File: config.mk
export PLATFORM = sky130hd
export DESIGN_NAME = control_sequencer
export DESIGN_NICKNAME = d
export VERILOG_FILES = /design/src/rtl/control_sequencer.sv
export SDC_FILE = /design/constraint.sdc
export NUM_CORES = 1
export LEC_CHECK = 0
export CORE_MARGIN = 2
export CORE_UTILIZATION = 34
export DETAILED_ROUTE_END_ITERATION = 12
export PLACE_DENSITY_LB_ADDON = 0.1
export SLEW_MARGIN = 20
export SYNTH_ARGS = -nofsm -noshare
export SYNTH_HDL_FRONTEND = slang
export SYNTH_SLANG_ARGS = --single-unit
File: constraint.sdc
create_clock -name clk -period 2.1 [get_ports clk]
set_input_delay 0.42 -clock clk [delete_from_list [all_inputs] [get_ports clk]]
set_output_delay 0.42 -clock clk [all_outputs]
set_load 0.01 [all_outputs]
File: src/rtl/control_sequencer.sv
// Microcode sequencer for the 8-bit CPU: steps fetch/execute micro-steps T0..T4 and
// decodes the opcode and ALU flags into register load/output strobes.
module control_sequencer #(
   parameter int OPCODE_W  = 4,
   parameter bit EARLY_END = 1'b1
) (
   input  logic                clk,
   input  logic                rst_n,
   input  logic                en,
   input  logic [OPCODE_W-1:0] opcode,
   input  logic                flag_c,
   input  logic                flag_z,
   output logic [2:0]          step,
   output logic                pc_out,
   output logic                pc_inc,
   output logic                pc_load,
   output logic                mar_load,
   output logic                ram_out,
   output logic                ram_load,
   output logic                ir_load,
   output logic                ir_out,
   output logic                a_load,
   output logic                a_out,
   output logic                b_load,
   output logic                alu_out,
   output logic                alu_sub,
   output logic                flags_load,
   output logic                out_load,
   output logic                halted
);

   localparam logic [OPCODE_W-1:0] OP_LDA = OPCODE_W'(4'h1);
   localparam logic [OPCODE_W-1:0] OP_ADD = OPCODE_W'(4'h2);
   localparam logic [OPCODE_W-1:0] OP_SUB = OPCODE_W'(4'h3);
   localparam logic [OPCODE_W-1:0] OP_STA = OPCODE_W'(4'h4);
   localparam logic [OPCODE_W-1:0] OP_LDI = OPCODE_W'(4'h5);
   localparam logic [OPCODE_W-1:0] OP_JMP = OPCODE_W'(4'h6);
   localparam logic [OPCODE_W-1:0] OP_JC  = OPCODE_W'(4'h7);
   localparam logic [OPCODE_W-1:0] OP_JZ  = OPCODE_W'(4'h8);
   localparam logic [OPCODE_W-1:0] OP_OUT = OPCODE_W'(4'hE);
   localparam logic [OPCODE_W-1:0] OP_HLT = OPCODE_W'(4'hF);

   logic [2:0] step_reg, step_next;
   logic       halted_reg, halted_next;
   logic [2:0] last_step;
   logic       active;

   assign step   = step_reg;
   assign halted = halted_reg;
   // Strobes are suppressed during reset, while paused, and once halted.
   assign active = rst_n & en & ~halted_reg;

   always_ff @(posedge clk or negedge rst_n) begin
      if (!rst_n) begin
         step_reg   <= 3'd0;
         halted_reg <= 1'b0;
      end else begin
         step_reg   <= step_next;
         halted_reg <= halted_next;
      end
   end

   always_comb begin
      last_step = 3'd1;
      case (opcode)
         OP_LDI, OP_JMP, OP_JC, OP_JZ, OP_OUT, OP_HLT: last_step = 3'd2;
         OP_LDA, OP_STA:                               last_step = 3'd3;
         OP_ADD, OP_SUB:                               last_step = 3'd4;
         default:                                      last_step = 3'd1;
      endcase
   end

   always_comb begin
      step_next   = step_reg;
      halted_next = halted_reg;
      if (en && !halted_reg) begin
         if (step_reg == 3'd2 && opcode == OP_HLT) begin
            // Freeze at T2 until the next reset.
            halted_next = 1'b1;
         end else if (EARLY_END) begin
            step_next = (step_reg >= last_step) ? 3'd0 : step_reg + 3'd1;
         end else begin
            step_next = (step_reg >= 3'd4) ? 3'd0 : step_reg + 3'd1;
         end
      end
   end

   always_comb begin
      pc_out     = 1'b0;
      pc_inc     = 1'b0;
      pc_load    = 1'b0;
      mar_load   = 1'b0;
      ram_out    = 1'b0;
      ram_load   = 1'b0;
      ir_load    = 1'b0;
      ir_out     = 1'b0;
      a_load     = 1'b0;
      a_out      = 1'b0;
      b_load     = 1'b0;
      alu_out    = 1'b0;
      alu_sub    = 1'b0;
      flags_load = 1'b0;
      out_load   = 1'b0;
      if (active) begin
         case (step_reg)
            3'd0: begin
               pc_out   = 1'b1;
               mar_load = 1'b1;
            end
            3'd1: begin
               ram_out = 1'b1;
               ir_load = 1'b1;
               pc_inc  = 1'b1;
            end
            3'd2: begin
               case (opcode)
                  OP_LDA, OP_ADD, OP_SUB, OP_STA: begin
                     ir_out   = 1'b1;
                     mar_load = 1'b1;
                  end
                  OP_LDI: begin
                     ir_out = 1'b1;
                     a_load = 1'b1;
                  end
                  OP_JMP: begin
                     ir_out  = 1'b1;
                     pc_load = 1'b1;
                  end
                  OP_JC: begin
                     ir_out  = flag_c;
                     pc_load = flag_c;
                  end
                  OP_JZ: begin
                     ir_out  = flag_z;
                     pc_load = flag_z;
                  end
                  OP_OUT: begin
                     a_out    = 1'b1;
                     out_load = 1'b1;
                  end
                  default: ;
               endcase
            end
            3'd3: begin
               case (opcode)
                  OP_LDA: begin
                     ram_out = 1'b1;
                     a_load  = 1'b1;
                  end
                  OP_ADD, OP_SUB: begin
                     ram_out = 1'b1;
                     b_load  = 1'b1;
                  end
                  OP_STA: begin
                     a_out    = 1'b1;
                     ram_load = 1'b1;
                  end
                  default: ;
               endcase
            end
            3'd4: begin
               if (opcode == OP_ADD || opcode == OP_SUB) begin
                  alu_out    = 1'b1;
                  a_load     = 1'b1;
                  flags_load = 1'b1;
                  alu_sub    = (opcode == OP_SUB);
               end
            end
            default: ;
         endcase
      end
   end

endmodule

Word-level counts from Yosys, hierarchy flattened
Memories as Yosys holds them, arrays and structs flattened.
Cells that the tools add are included.
W data, S select, Z words.
{"block": "classes", "muxes": 38, "n_addsub": 1, "n_lt_le_gt_ge": 1, "reduce_logical": 11, "n_bitwise": 4, "n_eq_ne": 14}
{"cell": "$mux W1", "count": 31}
{"cell": "$eq A4 B3 Y1 const B", "count": 4}
{"cell": "$eq A4 B4 Y1 const B", "count": 3}
{"cell": "$pmux W1 S3", "count": 3}
{"cell": "$eq A4 B2 Y1 const B", "count": 2}
{"cell": "$eq A3 B2 Y1 const B", "count": 2}
{"cell": "$pmux W1 S2", "count": 3}
{"cell": "$reduce_or A6 Y1", "count": 1}
{"cell": "$eq A4 B1 Y1 const B", "count": 1}
{"cell": "$reduce_and A2 Y1", "count": 2}
{"cell": "$reduce_or A4 Y1", "count": 1}
{"cell": "$add A3 B1 Y3 const B", "count": 1}
{"cell": "$eq A3 B1 Y1 const B", "count": 1}
{"cell": "$eq A3 B3 Y1 const B", "count": 1}
{"cell": "$ge A3 B3 Y1", "count": 1}
{"cell": "$logic_not A3 Y1", "count": 1}
{"cell": "$mux W3", "count": 1}
{"cell": "$reduce_or A3 Y1", "count": 1}
{"cell": "$and A1 B1 Y1", "count": 2}
{"cell": "$logic_and A1 B1 Y1", "count": 2}
{"cell": "$not A1 Y1", "count": 2}
{"cell": "$reduce_or A2 Y1", "count": 1}
{"cell": "$logic_not A1 Y1", "count": 1}
{"cell": "$logic_or A1 B1 Y1", "count": 1}
{"block": "word_totals", "mem_bits_ro": 48, "elab_cells": 72, "out_inout_bits": 19, "regBits": 4, "memories": 1, "input_bits": 9}
{"name": "(name not given)", "words": 16, "word_bits": 3, "read_ports": 1, "rd_clocked_by_memory_dff": 0, "write_ports": 0, "line_no": "65", "text": "case (opcode)"}

Longest topological paths before layout
{"block": "depth", "depth_word": 5, "depth_mapped": 8, "mapped_depth_nobuf": 7}

Least setup slack after synthesis
No wires, ideal clock.
{"block": "synth_timing", "path_kind": "register to output", "from": "register step_reg[2] (netlist: step[2])", "to": "output port a_load", "arrival_time_ns": 1.546, "path_stages_with_launch": 6, "required_time_ns": 1.680, "n_path_buf": 0, "slack_ns": 0.134, "path_cell_list": "dfrtp_1 > inv_1 > ha_1 > nand2b_1 > a211o_1 > a221oi_2"}
{"block": "synth_between", "elab_chain_len": 3, "word_cells_on_any_way": 5, "cone_classes": "3 x eq/ne; 2 x mux"}
{"element": "start: declaration", "line_no": "43", "text": "logic [2:0] step_reg, step_next;"}
{"element": "start signal: assignment", "line_no": "58", "text": "step_reg <= step_next;"}
{"element": "$eq A3 B3 Y1 or $eq A3 B2 Y1 (tied branches)", "line_no": "105", "text": "case (step_reg)"}
{"element": "$pmux W1 S3 *", "line_no": "105"}
{"element": "$mux W1 *", "line_no": "104", "text": "if (active) begin"}
{"element": "end: declaration", "line_no": "22", "text": "output logic a_load,"}
Every way passes the cells marked *; elsewhere a longest branch is shown, timed or not.

Worst setup path in the final report
{"block": "layout_timing", "from": "register step_reg[0] (netlist: step[0])", "to": "output port a_load"}
The elaborated chain is that of the path after synthesis.

==> flow_metrics.env <==
export IMPL_worstSetupEndpointType="output pin"
export IMPL_yosys_most_used_dff="dfrtp_1"
export IMPL_clkSinkCount=4
export IMPL_top_layer_used="met4"
export IMPL_dp_hpwl_mm=1.695
export IMPL_cp_startpoint="step[0]$_DFFE_PN0P_"
export IMPL_cp_top_family="compound AO/OA/AOI/OAI gates"
export IMPL_final_cell_mix="32 x buf_4, 10 x clkbuf_2, 6 x nor2_1, 6 x buf_2"
export IMPL_power_density_nw_per_um2=816.3
export IMPL_worstMarginPinSlew_ns=0.4040
export IMPL_via_per_inst=5.247
export IMPL_critPathMaxFanout=3
export IMPL_cts_inserted_buffers=3
export IMPL_ys_warn_count=0
export IMPL_grt_pass1_wl_mm=3.843
export IMPL_first_global_vias=890
export IMPL_worstHoldPathType="primary input to async pin"
export IMPL_cts_buffer_depth=2
export IMPL_status="completed"
export IMPL_fin_setup_tns_ns=0
export IMPL_cts_tree="built"
export IMPL_antenna_found_initial=0
export IMPL_synth_top_area_share_pct=14.76
export IMPL_ant_nets=0
export IMPL_m1WireLength_um=927
export IMPL_fin_nets=166
export IMPL_p_leak_uw=0.0006148
export IMPL_overflow=0
export IMPL_synth_async_reset_ratio_pct=100.0
export IMPL_seq_area_frac_synth_pct=14.76
export IMPL_mostFrequentLayoutCell="buf_4"
export IMPL_slew_violations=0
export IMPL_setup_viol=0
export IMPL_synth_edff_count=0
export IMPL_portBuffers=27
export IMPL_synth_top_area_cell="dfrtp_1"
export IMPL_post_route_period_util_pct=99.80
export IMPL_fin_crit_ns=2.096
export IMPL_r2r_start="step[2]$_DFFE_PN0P_"
export IMPL_yosys_register_bits=4
export IMPL_drive_gt1_share_pct=54.42
export IMPL_setup_slack_ns=0.004228
export IMPL_grt_max_degree=12
export IMPL_clkTransAtPathRegs_ns=0.04
export IMPL_drt_iter0_drc=15
export IMPL_place_inst=166
export IMPL_synthTopCellsByArea="dfrtp_1 15%, ha_1 15%, a21oi_1 4.4%"
export IMPL_met3_length_um=161
export IMPL_path_buf_inv=1
export IMPL_gp_congestion=0.7783
export IMPL_finalHoldViolCount=0
export IMPL_synth_avg_cell_area_um2=7.885
export IMPL_synthCells=86
export IMPL_routedWlPerCell_um=14.29
export IMPL_fillCellCount=157
export IMPL_cp_slowest_cell="dfrtp_1"
export IMPL_floorplan_initialDensity_pct=35.29
export IMPL_fp_dieH_um=48.66
export IMPL_rsz0062_at_grt="true"
export IMPL_cp_cell_sequence="ha_4 -> ha_4 -> nand2b_1 -> a211o_1 -> a221oi_2 -> buf_2"
export IMPL_fin_skew_ns=0.01129
export IMPL_drv_cap=0
export IMPL_critical_path_required_ns=1.68
export IMPL_slew_headroom_pct=72.94
export IMPL_seq_area_um2=101.3
export IMPL_die_x_um=48.66
export IMPL_cts_root_buffer_cell="clkbuf_4"
export IMPL_ctsHtreeMaxLevel=1
export IMPL_drc_errors=0
export IMPL_pre_cts_slack_ns=-0.6978
export IMPL_fp_row_count=16
export IMPL_finalWirelength_mm=2.487
export IMPL_n_antenna_cell=0
export IMPL_vias=913
export IMPL_drtPass1Iterations=4
export IMPL_die_area_um2=2368
export IMPL_fp_coreArea_um2=1922
export IMPL_syn_nets=103
export IMPL_worstPathArrival_ns=1.68
export IMPL_route_met2_wl_mm=1.307
export IMPL_crit_type="flop to output pin"
export IMPL_final_cells=174
export IMPL_syn2layout_area_growth_pct=94.65
export IMPL_cpMostUsedCell="ha_4"
export IMPL_irDropWorstVdd_mv=0.8181
export IMPL_track_usage_pct=20.96
export IMPL_clk_latency_ns=0.25
export IMPL_syn_cell_area_um2=678.2
export IMPL_largest_reg_flops=3
export IMPL_startpoint_type="flop"
export IMPL_io_pins=28
export IMPL_slowest_delay_ns=0.41
export IMPL_fmax_mhz=477.2
export IMPL_multiInputGateArea_um2=653.1
export IMPL_synthDistinctLibCells=37
-- worst min-delay path, cell delays in order --
cell and delay (ns):
dlygate4sd2_1 0.23, buf_6 0.10, buf_4 0.12
-- final timing paths --
kind	end	cells past startpoint	slack (ns)
min in group clk	halted$_DFFE_PN0P_	2	0.56
worst min register to register	halted$_DFFE_PN0P_	2	0.56
worst max-delay path	a_load	6	0.004
worst max register to register	step[1]$_DFFE_PN0P_	7	0.28
worst min-delay path	halted$_DFFE_PN0P_	3	0.30
max in group asynchronous	step[1]$_DFFE_PN0P_	3	1.67
-- area by class of cell --
class / count / share of cell area (%)
sequential: 4 / 7.678
timing repair buffer: 64 / 36.87
clock buffer: 3 / 1.706
multi-input combinational: 70 / 49.48
inverter: 6 / 1.706
tap: 27 / 2.559
-- power by group --
part           switching, µW  internal (µW)  total [µW]
sequential              36.1            109         145
combinational            381            452         833
clock                   35.4           64.1        99.6
total                    453            625        1080
-- synth_stat cells (all sizes together), types with 2 or more instances --
cell,instances
o21a,4
a21oi,6
dfrtp,4
ha,8
nand3b,3
mux2i,2
nor2b,2
nor3,4
inv,6
o21ai,2
o211ai,2
buf,5
or3b,2
nand3,3
nand2b,3
nor2,6
nor4,2
nand2,6
-- logic make-up (layout without fill, tap and decap cells) --
| kind of cell | after synthesis | in the layout | share of synthesized area (%) |
|---|---|---|---|
| AO/OA/AOI/OAI | 21 | 21 | 21.96 |
| adder cells (fa/ha/maj) | 8 | 8 | 14.76 |
| buffers and inverters | 12 | 73 | 8.301 |
| flip-flops | 4 | 4 | 14.76 |
| multiplexers | 2 | 2 | 2.952 |
| AND/OR/NAND/NOR | 39 | 39 | 37.27 |
-- routing by layer --
layer	track usage, %	vias to the layer above
met1	21.44	416
met4	9.524	0
met5	0	-
met3	6.481	12
met2	38.58	43
li1	-	442
-- timing repair --
item / 4_1_cts / 5_1_grt
gates resized for setup: 62 / 35
setup buffers: 4 / 1
hold buffers: 0 / 0
setup endpoints to repair: 18 / 15
pin swaps: 9 / 8
-- stage by stage --
stage	area [µm²]	hold slack (ns)	utilization, %	total power, µW
after floorplan	678.2	0.1244	-	439.7
after global placement	1189	0.5338	61.85	804.4
after detailed placement	1189	0.5511	61.85	817.2
after CTS	1271	0.2970	66.15	979.2
after global routing	1320	0.3210	68.68	1164
final	1320	0.3043	68.68	1078
Power figures use the tool's default switching activity.
